File: src/rtl/pipe_hazard_ctrl_pkg.sv
// Shared pipeline control types: forwarding selects, hazard FSM states, x0 constant.
package pipe_pkg;

    typedef enum logic [1:0] {
        FWD_RF = 2'b00,
        FWD_EM = 2'b01,
        FWD_WB = 2'b10
    } fwd_sel_t;

    typedef enum logic {
        HZ_RUN   = 1'b0,
        HZ_MWAIT = 1'b1
    } hz_state_t;

    localparam logic [4:0] REG_X0 = 5'd0;

    // A used source matches a producer's destination; x0 never matches.
    function automatic logic src_hit(input logic use_src, input logic [4:0] rs, input logic [4:0] rd);
        return use_src && (rd != REG_X0) && (rs == rd);
    endfunction

endpackage

File: src/rtl/pipe_hazard_ctrl_sat_counter.sv
// Saturating up-counter: holds at all-ones, synchronous clear, async active-low reset.
module sat_counter #(
    parameter int unsigned W = 16
) (
    input  logic         clk,
    input  logic         rst_n,
    input  logic         inc_i,
    input  logic         clear_i,
    output logic [W-1:0] cnt_o
);

    logic [W-1:0] cnt_q, cnt_d;

    always_comb begin
        cnt_d = cnt_q;
        if (clear_i)
            cnt_d = '0;
        else if (inc_i && (cnt_q != '1))
            cnt_d = cnt_q + 1'b1;
    end

    always_ff @(posedge clk or negedge rst_n) begin
        if (!rst_n)
            cnt_q <= '0;
        else
            cnt_q <= cnt_d;
    end

    assign cnt_o = cnt_q;

endmodule

File: src/rtl/pipe_hazard_ctrl.sv
// Stall/flush/forwarding controller for the 5-stage pipeline with lost-cycle counters.
// Build option: HAZARD_FWD_EN enables E/M and W forwarding; otherwise RAW hazards stall.
module pipe_hazard_ctrl
    import pipe_pkg::*;
#(
    parameter int unsigned CNT_W = 16
) (
    input  logic             clk,
    input  logic             rst_n,
    input  logic [4:0]       d_rs1,
    input  logic [4:0]       d_rs2,
    input  logic             d_use_rs1,
    input  logic             d_use_rs2,
    input  logic [4:0]       e_rs1,
    input  logic [4:0]       e_rs2,
    input  logic [4:0]       e_rd,
    input  logic             e_rf_we,
    input  logic             e_mem2rf,
    input  logic [4:0]       m_rd,
    input  logic             m_rf_we,
    input  logic [4:0]       w_rd,
    input  logic             w_rf_we,
    input  logic             e_br_taken,
    input  logic             m_mem_req,
    input  logic             m_mem_ready,
    output logic             fd_hold,
    output logic             fd_flush,
    output logic             de_hold,
    output logic             de_bubble,
    output logic             em_hold,
    output logic [1:0]       fwd_a,
    output logic [1:0]       fwd_b,
    output logic [CNT_W-1:0] perf_stall,
    output logic [CNT_W-1:0] perf_mwait,
    output logic [CNT_W-1:0] perf_flush
);

    hz_state_t state_q, state_d;
    logic      hit_e, load_use, raw_stall;
    logic      freeze, flush, stall;
    fwd_sel_t  fwd_a_sel, fwd_b_sel;

    assign hit_e    = src_hit(d_use_rs1, d_rs1, e_rd) || src_hit(d_use_rs2, d_rs2, e_rd);
    assign load_use = e_rf_we && e_mem2rf && hit_e;

`ifdef HAZARD_FWD_EN
    function automatic fwd_sel_t fwd_pick(input logic [4:0] rs);
        if (m_rf_we && (m_rd != REG_X0) && (m_rd == rs))
            return FWD_EM;
        else if (w_rf_we && (w_rd != REG_X0) && (w_rd == rs))
            return FWD_WB;
        else
            return FWD_RF;
    endfunction

    assign raw_stall = load_use;
    assign fwd_a_sel = fwd_pick(e_rs1);
    assign fwd_b_sel = fwd_pick(e_rs2);
`else
    logic hit_m;
    logic unused_fwd_srcs;

    // Without bypass paths any in-flight producer in E or M must drain first.
    assign hit_m     = src_hit(d_use_rs1, d_rs1, m_rd) || src_hit(d_use_rs2, d_rs2, m_rd);
    assign raw_stall = load_use || (e_rf_we && hit_e) || (m_rf_we && hit_m);
    assign fwd_a_sel = FWD_RF;
    assign fwd_b_sel = FWD_RF;
    assign unused_fwd_srcs = ^{e_rs1, e_rs2, w_rd, w_rf_we};
`endif

    // The entering cycle freezes too, so a ready N cycles late costs N+1 cycles.
    assign freeze = (state_q == HZ_MWAIT) || (m_mem_req && !m_mem_ready);
    assign flush  = e_br_taken && !freeze;
    assign stall  = raw_stall && !freeze && !e_br_taken;

    always_comb begin
        fd_hold   = 1'b0;
        fd_flush  = 1'b0;
        de_hold   = 1'b0;
        de_bubble = 1'b0;
        em_hold   = 1'b0;
        fwd_a     = FWD_RF;
        fwd_b     = FWD_RF;
        if (rst_n) begin
            fwd_a = fwd_a_sel;
            fwd_b = fwd_b_sel;
            if (freeze) begin
                fd_hold = 1'b1;
                de_hold = 1'b1;
                em_hold = 1'b1;
            end else if (flush) begin
                fd_flush  = 1'b1;
                de_bubble = 1'b1;
            end else if (stall) begin
                fd_hold   = 1'b1;
                de_bubble = 1'b1;
            end
        end
    end

    always_comb begin
        state_d = state_q;
        case (state_q)
            HZ_RUN:   if (m_mem_req && !m_mem_ready) state_d = HZ_MWAIT;
            HZ_MWAIT: if (m_mem_ready)               state_d = HZ_RUN;
            default:                                 state_d = HZ_RUN;
        endcase
    end

    always_ff @(posedge clk or negedge rst_n) begin
        if (!rst_n)
            state_q <= HZ_RUN;
        else
            state_q <= state_d;
    end

    sat_counter #(.W(CNT_W)) u_cnt_stall (
        .clk     (clk),
        .rst_n   (rst_n),
        .inc_i   (stall),
        .clear_i (1'b0),
        .cnt_o   (perf_stall)
    );

    sat_counter #(.W(CNT_W)) u_cnt_mwait (
        .clk     (clk),
        .rst_n   (rst_n),
        .inc_i   (freeze),
        .clear_i (1'b0),
        .cnt_o   (perf_mwait)
    );

    sat_counter #(.W(CNT_W)) u_cnt_flush (
        .clk     (clk),
        .rst_n   (rst_n),
        .inc_i   (flush),
        .clear_i (1'b0),
        .cnt_o   (perf_flush)
    );

endmodule

File: config.mk
export PLATFORM = sky130hd
export DESIGN_NAME = pipe_hazard_ctrl
export DESIGN_NICKNAME = d
export VERILOG_FILES = /design/src/rtl/pipe_hazard_ctrl_pkg.sv /design/src/rtl/pipe_hazard_ctrl_sat_counter.sv /design/src/rtl/pipe_hazard_ctrl.sv
export SDC_FILE = /design/constraint.sdc
export NUM_CORES = 1
export LEC_CHECK = 0
export BUFFER_PORTS_ARGS = -buffer_cell sky130_fd_sc_hd__buf_2
export CAP_MARGIN = 20
export CORE_ASPECT_RATIO = 1.25
export CORE_MARGIN = 1.5
export CORE_UTILIZATION = 40
export DETAILED_ROUTE_END_ITERATION = 8
export PLACE_DENSITY = 0.68
export SYNTH_ARGS = -nofsm -noshare
export SYNTH_HDL_FRONTEND = slang
export SYNTH_SLANG_ARGS = --single-unit
File: constraint.sdc
create_clock -name clk -period 5.03 [get_ports clk]
set_input_delay 0.7545 -clock clk [delete_from_list [all_inputs] [get_ports clk]]
set_output_delay 0.7545 -clock clk [all_outputs]
set_load 0.05 [all_outputs]
==> results of run 1 <==
-- logic make-up (layout without fill, tap and decap cells) --
family,after synthesis,count (layout)
AO/OA/AOI/OAI,9,9
XOR/XNOR,62,62
adder cells (fa/ha/maj),3,3
buffers and inverters,13,95
flip-flops,49,49
multiplexers,5,5
other,1,4
AND/OR/NAND/NOR,120,120
-- worst paths after layout --
| check | end | slack (ns) | cells after the start |
|---|---|---|---|
| setup / recovery | fd_hold | 1.73 | 7 |
| hold / removal | u_cnt_flush.cnt_o[15]$_DFFE_PN0P_ | 0.49 | 1 |
| setup reg to reg | u_cnt_stall.cnt_o[1]$_DFFE_PN0P_ | 2.61 | 7 |
| hold reg to reg | u_cnt_flush.cnt_o[15]$_DFFE_PN0P_ | 0.49 | 1 |
| max in group asynchronous | u_cnt_flush.cnt_o[15]$_DFFE_PN0P_ | 4.05 | 2 |
| min in group asynchronous | u_cnt_stall.cnt_o[12]$_DFFE_PN0P_ | 0.57 | 2 |
-- critical path: stages --
cell and delay [ns]:
sky130_fd_sc_hd__buf_2 0.13, sky130_fd_sc_hd__or4_1 0.51, sky130_fd_sc_hd__nor2_1 0.14, sky130_fd_sc_hd__and4bb_4 0.25, sky130_fd_sc_hd__a22oi_4 0.40, sky130_fd_sc_hd__a21oi_1 0.12
sky130_fd_sc_hd__buf_2 0.23
-- placed cells by master (no fill, tap or decap), types with 2 or more instances in the layout --
cell                        n
sky130_fd_sc_hd__o22ai_1    2
sky130_fd_sc_hd__nor2_1    19
sky130_fd_sc_hd__nor3b_1    2
sky130_fd_sc_hd__nand4b_1   2
sky130_fd_sc_hd__xnor2_1   42
sky130_fd_sc_hd__clkbuf_8   5
sky130_fd_sc_hd__and3_1     5
sky130_fd_sc_hd__mux2_4     2
sky130_fd_sc_hd__and4_1     2
sky130_fd_sc_hd__xor2_1    20
sky130_fd_sc_hd__a31oi_1    2
sky130_fd_sc_hd__buf_4      2
sky130_fd_sc_hd__nor4_1     3
sky130_fd_sc_hd__buf_2     81
sky130_fd_sc_hd__inv_1      5
sky130_fd_sc_hd__nor3_1    14
sky130_fd_sc_hd__dfrtp_1   49
sky130_fd_sc_hd__nand2_1   32
sky130_fd_sc_hd__nand2b_1   3
sky130_fd_sc_hd__ha_1       3
sky130_fd_sc_hd__mux2_2     2
sky130_fd_sc_hd__conb_1     4
sky130_fd_sc_hd__or4_1      2
sky130_fd_sc_hd__a21oi_1    2
sky130_fd_sc_hd__nand4_1   12
sky130_fd_sc_hd__nand3_1   18
-- flip-flops by register name, summed over array words and instances, names as in the netlist --
| register | flops |
|---|---|
| u_cnt_flush.cnt_o | 16 |
| u_cnt_mwait.cnt_o | 16 |
| state_q | 1 |
| u_cnt_stall.cnt_o | 16 |
-- cell type report --
cell class	instances	area (µm²)
fillers	635	3233
multi-input cells	203	1371
repair buffers	83	420.4
clock inverters	2	35.03
clock buffers	5	68.82
well taps	87	108.9
inverters	5	18.77
flip-flops and latches	49	1226
-- per-stage QoR --
| stage | cell area (µm²) | utilization |
|---|---|---|
| 2_1_floorplan | 2674 | - |
| 3_3_place_gp | 3146 | 0.4852 |
| 3_5_place_dp | 3146 | 0.4852 |
| 4_1_cts | 3249 | 0.5013 |
| 5_1_grt | 3249 | 0.5013 |
| 6_report | 3249 | 0.5013 |
-- power by group through the flow --
stage               clock network [W]  logic [W]  registers, W
CTS                          0.000282   0.000427      0.000526
floorplan                           0   0.000125      0.000716
global route                 0.000296   0.000449      0.000539
finish                       0.000272   0.000421      0.000527
global placement                    0   0.000420      0.000533
detailed placement                  0   0.000427      0.000533
-- routing by layer --
layer,up-vias,share of wire,track usage
li1,1063,-,-
met1,1034,0.43,0.2027
met2,51,0.52,0.3003
met3,10,0.036,0.03592
met4,0,0.021,0.06636
met5,-,0,0
==> impl_metrics.json, run 1 <==
{
  "layout_area_overhead_pct": 22.04,
  "p_int_w": 0.0007120,
  "leakagePower_nw": 1.639,
  "synth_top_family_by_area": "simple AND/OR/NAND/NOR gates",
  "design.final.nets": 396,
  "dp.final_hpwl_mm": 4.351,
  "cts.clk_slew.worst_paths_ns": 0.08,
  "largest_net_degree_at_the_start_of_global_routing": 50,
  "endpoints_failing_setup": 0,
  "post-cts-setup-buffer-count": 0,
  "achievable-frequency_mhz": 303.4,
  "place_congestion": 0.8584,
  "groute.usage.overall": 0.1699,
  "place.detailed.instances": 427,
  "crit_start": "m_rd[1]",
  "core-area_um2": 6482,
  "fin_skew_ns": 0.004657,
  "totalWireLength_mm": 5.753,
  "min-delay-path-class": "reg -> reg",
  "rr_startpoint": "u_cnt_stall.cnt_o[0]$_DFFE_PN0P_",
  "vias_in_the_first_global_route": 2039,
  "relSlewSlack": 0.3995,
  "clock_power_share": 0.223,
  "synth_area_per_cell_um2": 10.16,
  "final_critical_path_setup_slack_ns": 1.735,
  "netlist.top_cell.by_area": "sky130_fd_sc_hd__dfrtp_1",
  "clk-insertion-delay-late_ns": 0.30,
  "antenna-diode-count": 0,
  "min_period_ns": 3.295,
  "synth.area.mux_share": 0.02397,
  "total_power_w": 0.001220,
  "synth_commonest_cells": "sky130_fd_sc_hd__dfrtp_1 (49), sky130_fd_sc_hd__xnor2_1 (42), sky130_fd_sc_hd__nand2_1 (32), sky130_fd_sc_hd__xor2_1 (20), sky130_fd_sc_hd__nor2_1 (19)",
  "top_level_ports": 103,
  "hold-worst-slack_ns": 0.4950,
  "tritoncts": "built",
  "ys_types": 37,
  "yosysTopAreaCellShare": 0.4605,
  "die_w_um": 75.98,
  "die_height_um": 94.22,
  "end_kind": "output pin",
  "detail_route.vias_per_cell": 4.972,
  "power.combinational.fraction": 0.346,
  "postCtsHoldBufs": 0,
  "synth_compound_gate_area_share": 0.03289,
  "grt_first_pass_wirelength_mm": 9.722,
  "number_of_synthesized_flops_with_an_enable_pin": 0,
  "start_util": 0.4107,
  "vdd_ir_drop_max_mv": 0.3807,
  "post-synth-top-count-cell": "sky130_fd_sc_hd__dfrtp_1",
  "switching_share": 0.4162,
  "clk_root_buffer_cell": "sky130_fd_sc_hd__clkbuf_8",
  "power.density_nw_per_um2": 375.3,
  "clockBufferDepth": 2,
  "status": "completed",
  "grt_antenna_before_repair": 0,
  "postSynthCellCount": 262,
  "postSynth.topFlopCell": "sky130_fd_sc_hd__dfrtp_1",
  "routed-via-count": 2158,
  "cts_made_buffers": 5,
  "worst-slew-pin-transition_ns": 0.8974,
  "drt_iter0_drc": 66,
  "layout_worst_path_cycle_share": 0.6552,
  "synth-adder-area-share": 0.01410,
  "critPathRequiredTime_ns": 4.28,
  "worst_hold_startpoint": "u_cnt_flush.cnt_o[15]$_DFFE_PN0P_",
  "cts-resized-gates": 0,
  "ys_ff_latch": 49,
  "p_seq_frac": 0.432,
  "cp_max_fo": 16,
  "detail_route.drc_violations": 0,
  "stdcell_count": 434,
  "start_kind": "input port",
  "total_switching_power_w": 0.0005076,
  "synth_area_um2": 2663,
  "synth-async-reset-ratio": 1.000,
  "wire_length_per_cell_after_detailed_routing_um": 13.26,
  "drt_first_pass_iters": 4,
  "count_of_buffers_from_port_buffering": 81,
  "setup-tns-final_ns": 0,
  "cts-htree-levels": 2,
  "max_cap_violation_count": 0,
  "yosysWarnings": 0,
  "clock_sinks": 49,
  "synthSimpleGateAreaFrac": 0.2345,
  "design.die.area_um2": 7158,
  "placementRows": 33,
  "drv_slew": 0,
  "antenna_violating_nets_post_route": 0,
  "rsz_0062_raised_after_global_routing": "no",
  "layout-drive-gt1-share": 0.2911,
  "post_synth_xor_area_fraction": 0.2039,
  "post_synthesis_sequential_area_ratio": 0.4605,
  "finalHoldViolations": 0,
  "gr-total-overflow": 0,
  "critical_path_class": "in -> out",
  "place_ws_ns": 1.730,
  "cp.arrival_ns": 2.54,
  "dominant_cells_by_area_after_synthesis": "sky130_fd_sc_hd__dfrtp_1 (46%), sky130_fd_sc_hd__xnor2_1 (14%), sky130_fd_sc_hd__xor2_1 (6.6%), sky130_fd_sc_hd__nand2_1 (4.5%), sky130_fd_sc_hd__nand3_1 (3.4%)"
}
Note: power is estimated with default switching activity, not from simulation.
==> inputs of run 2 (changes only) <==
--- a/config.mk
+++ b/config.mk
@@ -11,7 +11,7 @@
 export CORE_MARGIN = 1.5
 export CORE_UTILIZATION = 40
 export DETAILED_ROUTE_END_ITERATION = 8
-export PLACE_DENSITY = 0.68
+export PLACE_DENSITY = 0.7
 export SYNTH_ARGS = -nofsm -noshare
 export SYNTH_HDL_FRONTEND = slang
 export SYNTH_SLANG_ARGS = --single-unit
==> constraint.sdc (replaced) <==
create_clock -name clk -period 2.8 [get_ports clk]
set_input_delay 0.42 -clock clk [delete_from_list [all_inputs] [get_ports clk]]
set_output_delay 0.42 -clock clk [all_outputs]
set_load 0.05 [all_outputs]
==> run 2 against run 1 <==
Net effect:
- design area up 0.96%
- setup slack lost 1.2 ns
- clock skew is 0.0021 ns lower
- clock power up 92%
- routed wire length shrank 2.6%
- non-clock buffer count up 2
- core utilization grew 0.48 points
- global-route usage fell by 1.0 points
- count of clock-buffer cells in the layout is 1 higher
- critical path depth did not move
- hold slack worse by 0.26 ns
==> impl_metrics.json, run 2 (synthesis gave the netlist of run 1 again) <==
{
  "final_common_cell": "sky130_fd_sc_hd__buf_2",
  "design.die.area_um2": 7158,
  "tritoncts": "built",
  "endpoints_failing_setup": 0,
  "die_w_um": 75.98,
  "r2r-end": "u_cnt_mwait.cnt_o[6]$_DFFE_PN0P_",
  "core-area_um2": 6482,
  "vdd_ir_drop_max_mv": 0.5076,
  "multi_input_area_um2": 1371,
  "end_kind": "output pin",
  "grt_first_pass_wirelength_mm": 9.273,
  "gr-total-overflow": 0,
  "placementRows": 33,
  "regToRegSetupSlack_ns": 0.76,
  "cp.arrival_ns": 1.87,
  "achievable-frequency_mhz": 437.4,
  "cts-resized-gates": 0,
  "place.detailed.instances": 429,
  "status": "completed",
  "groute.usage.overall": 0.1597,
  "grt_antenna_before_repair": 0,
  "wire_length_per_cell_after_detailed_routing_um": 12.82,
  "routed-via-count": 2196,
  "layout-drive-gt1-share": 0.2971,
  "rr_startpoint": "u_cnt_mwait.cnt_o[0]$_DFFE_PN0P_",
  "finalCoreUtilization": 0.5061,
  "layout_worst_path_cycle_share": 0.8165,
  "count_of_buffers_from_port_buffering": 81,
  "rsz_0062_raised_after_global_routing": "no",
  "fill_cells": 628,
  "clock_sinks": 49,
  "start_kind": "input port",
  "cts-htree-levels": 2,
  "cts.clk_slew.worst_paths_ns": 0.09,
  "power.density_nw_per_um2": 678.4,
  "worst-slew-pin-transition_ns": 0.7135,
  "detail_route.vias_per_cell": 5.025,
  "detail_route.drc_violations": 0,
  "cpMostUsedCell": "sky130_fd_sc_hd__buf_2",
  "max_cap_violation_count": 0,
  "totalWireLength_mm": 5.603,
  "start_util": 0.4107,
  "setup-tns-final_ns": 0,
  "critPathRequiredTime_ns": 2.38,
  "min-delay-path-class": "in -> async",
  "drt_first_pass_iters": 4,
  "finalHoldViolations": 0,
  "cts_made_buffers": 5,
  "layout_area_overhead_pct": 23.21,
  "postCtsHoldBufs": 0,
  "fin_skew_ns": 0.002515,
  "top_level_ports": 103,
  "die_height_um": 94.22,
  "clk_root_buffer_cell": "sky130_fd_sc_hd__clkbuf_8",
  "place_congestion": 0.8523,
  "cp_cell_sequence": "buf_2, or4_1, nor2_1, and4bb_4, a22oi_4, a21oi_1, buf_2",
  "cp_slowest_stage_delay_ns": 0.51,
  "drv_slew": 0,
  "critical_path_class": "in -> out",
  "leakagePower_nw": 1.652,
  "timing.reg2reg.worst_path_depth": 7,
  "relSlewSlack": 0.5221,
  "vias_in_the_first_global_route": 2067,
  "min_period_ns": 2.286,
  "drt_iter0_drc": 44,
  "cp_max_fo": 3,
  "antenna_violating_nets_post_route": 0,
  "dp.final_hpwl_mm": 4.368,
  "critical_path_slowest_stage_cell": "sky130_fd_sc_hd__or4_1",
  "antenna-diode-count": 0,
  "clk-insertion-delay-late_ns": 0.29,
  "crit_start": "m_rd[1]",
  "post-route-cell-area_um2": 3281,
  "seq_area_um2": 1226,
  "design.final.nets": 398,
  "leading_cell_types_in_the_layout_fill_and_taps_excluded": "sky130_fd_sc_hd__buf_2 (81), sky130_fd_sc_hd__dfrtp_1 (49), sky130_fd_sc_hd__xnor2_1 (42), sky130_fd_sc_hd__nand2_1 (32), sky130_fd_sc_hd__xor2_1 (20)",
  "post-cts-setup-buffer-count": 0,
  "clockBufferDepth": 2,
  "post_dp_cell_area_um2": 3161,
  "largest_net_degree_at_the_start_of_global_routing": 50,
  "stdcell_count": 437
}
==> run 2: worst max-delay path by stage <==
stage	to	cells past startpoint
final	fd_hold	7
after global placement	u_cnt_stall.cnt_o[14]$_DFFE_PN0P_	8
after floorplan	fd_hold	7
after detailed placement	u_cnt_stall.cnt_o[15]$_DFFE_PN0P_	8
after global routing	fd_hold	7
after CTS	fd_hold	7
==> run 2: stage by stage <==
step	setup WS (ns)	hold WS, ns	power, W
2_1_floorplan	0.3156	0.1244	0.001511
3_3_place_gp	0.5028	0.4665	0.001713
3_5_place_dp	0.4760	0.4747	0.001726
4_1_cts	0.5030	0.2546	0.002260
5_1_grt	0.4362	0.2841	0.002337
6_report	0.5137	0.2392	0.002226
==> run 2: critical path, delay by kind of cell <==
family / cells / cell delay [ns]
AND/OR/NAND/NOR: 3 / 0.89
buffers and inverters: 2 / 0.34
AO/OA/AOI/OAI: 2 / 0.21
==> run 2: per-layer routing <==
| metal | vias to the layer above | wire length (µm) | track usage |
|---|---|---|---|
| li1 | 1065 | - | - |
| met1 | 1057 | 2387 | 0.1814 |
| met2 | 65 | 2897 | 0.2965 |
| met3 | 9 | 228 | 0.02816 |
| met4 | 0 | 89 | 0.06481 |
| met5 | - | 0 | 0 |
==> run 2: area by class of cell <==
cell class	instances	share of cell area
multi-input cells	203	0.4180
repair buffers	85	0.1327
inverters	5	0.005721
well taps	87	0.03318
flip-flops and latches	49	0.3738
clock inverters	2	0.01144
clock buffers	6	0.02517
==> run 2: power by group <==
| part | internal [W] | switching, W | total, W | leakage [nW] |
|---|---|---|---|---|
| clock | 0.000290 | 0.000231 | 0.000522 | 0.0574 |
| combinational | 0.000212 | 0.000548 | 0.000760 | 0.943 |
| sequential | 0.000808 | 0.000136 | 0.000944 | 0.651 |
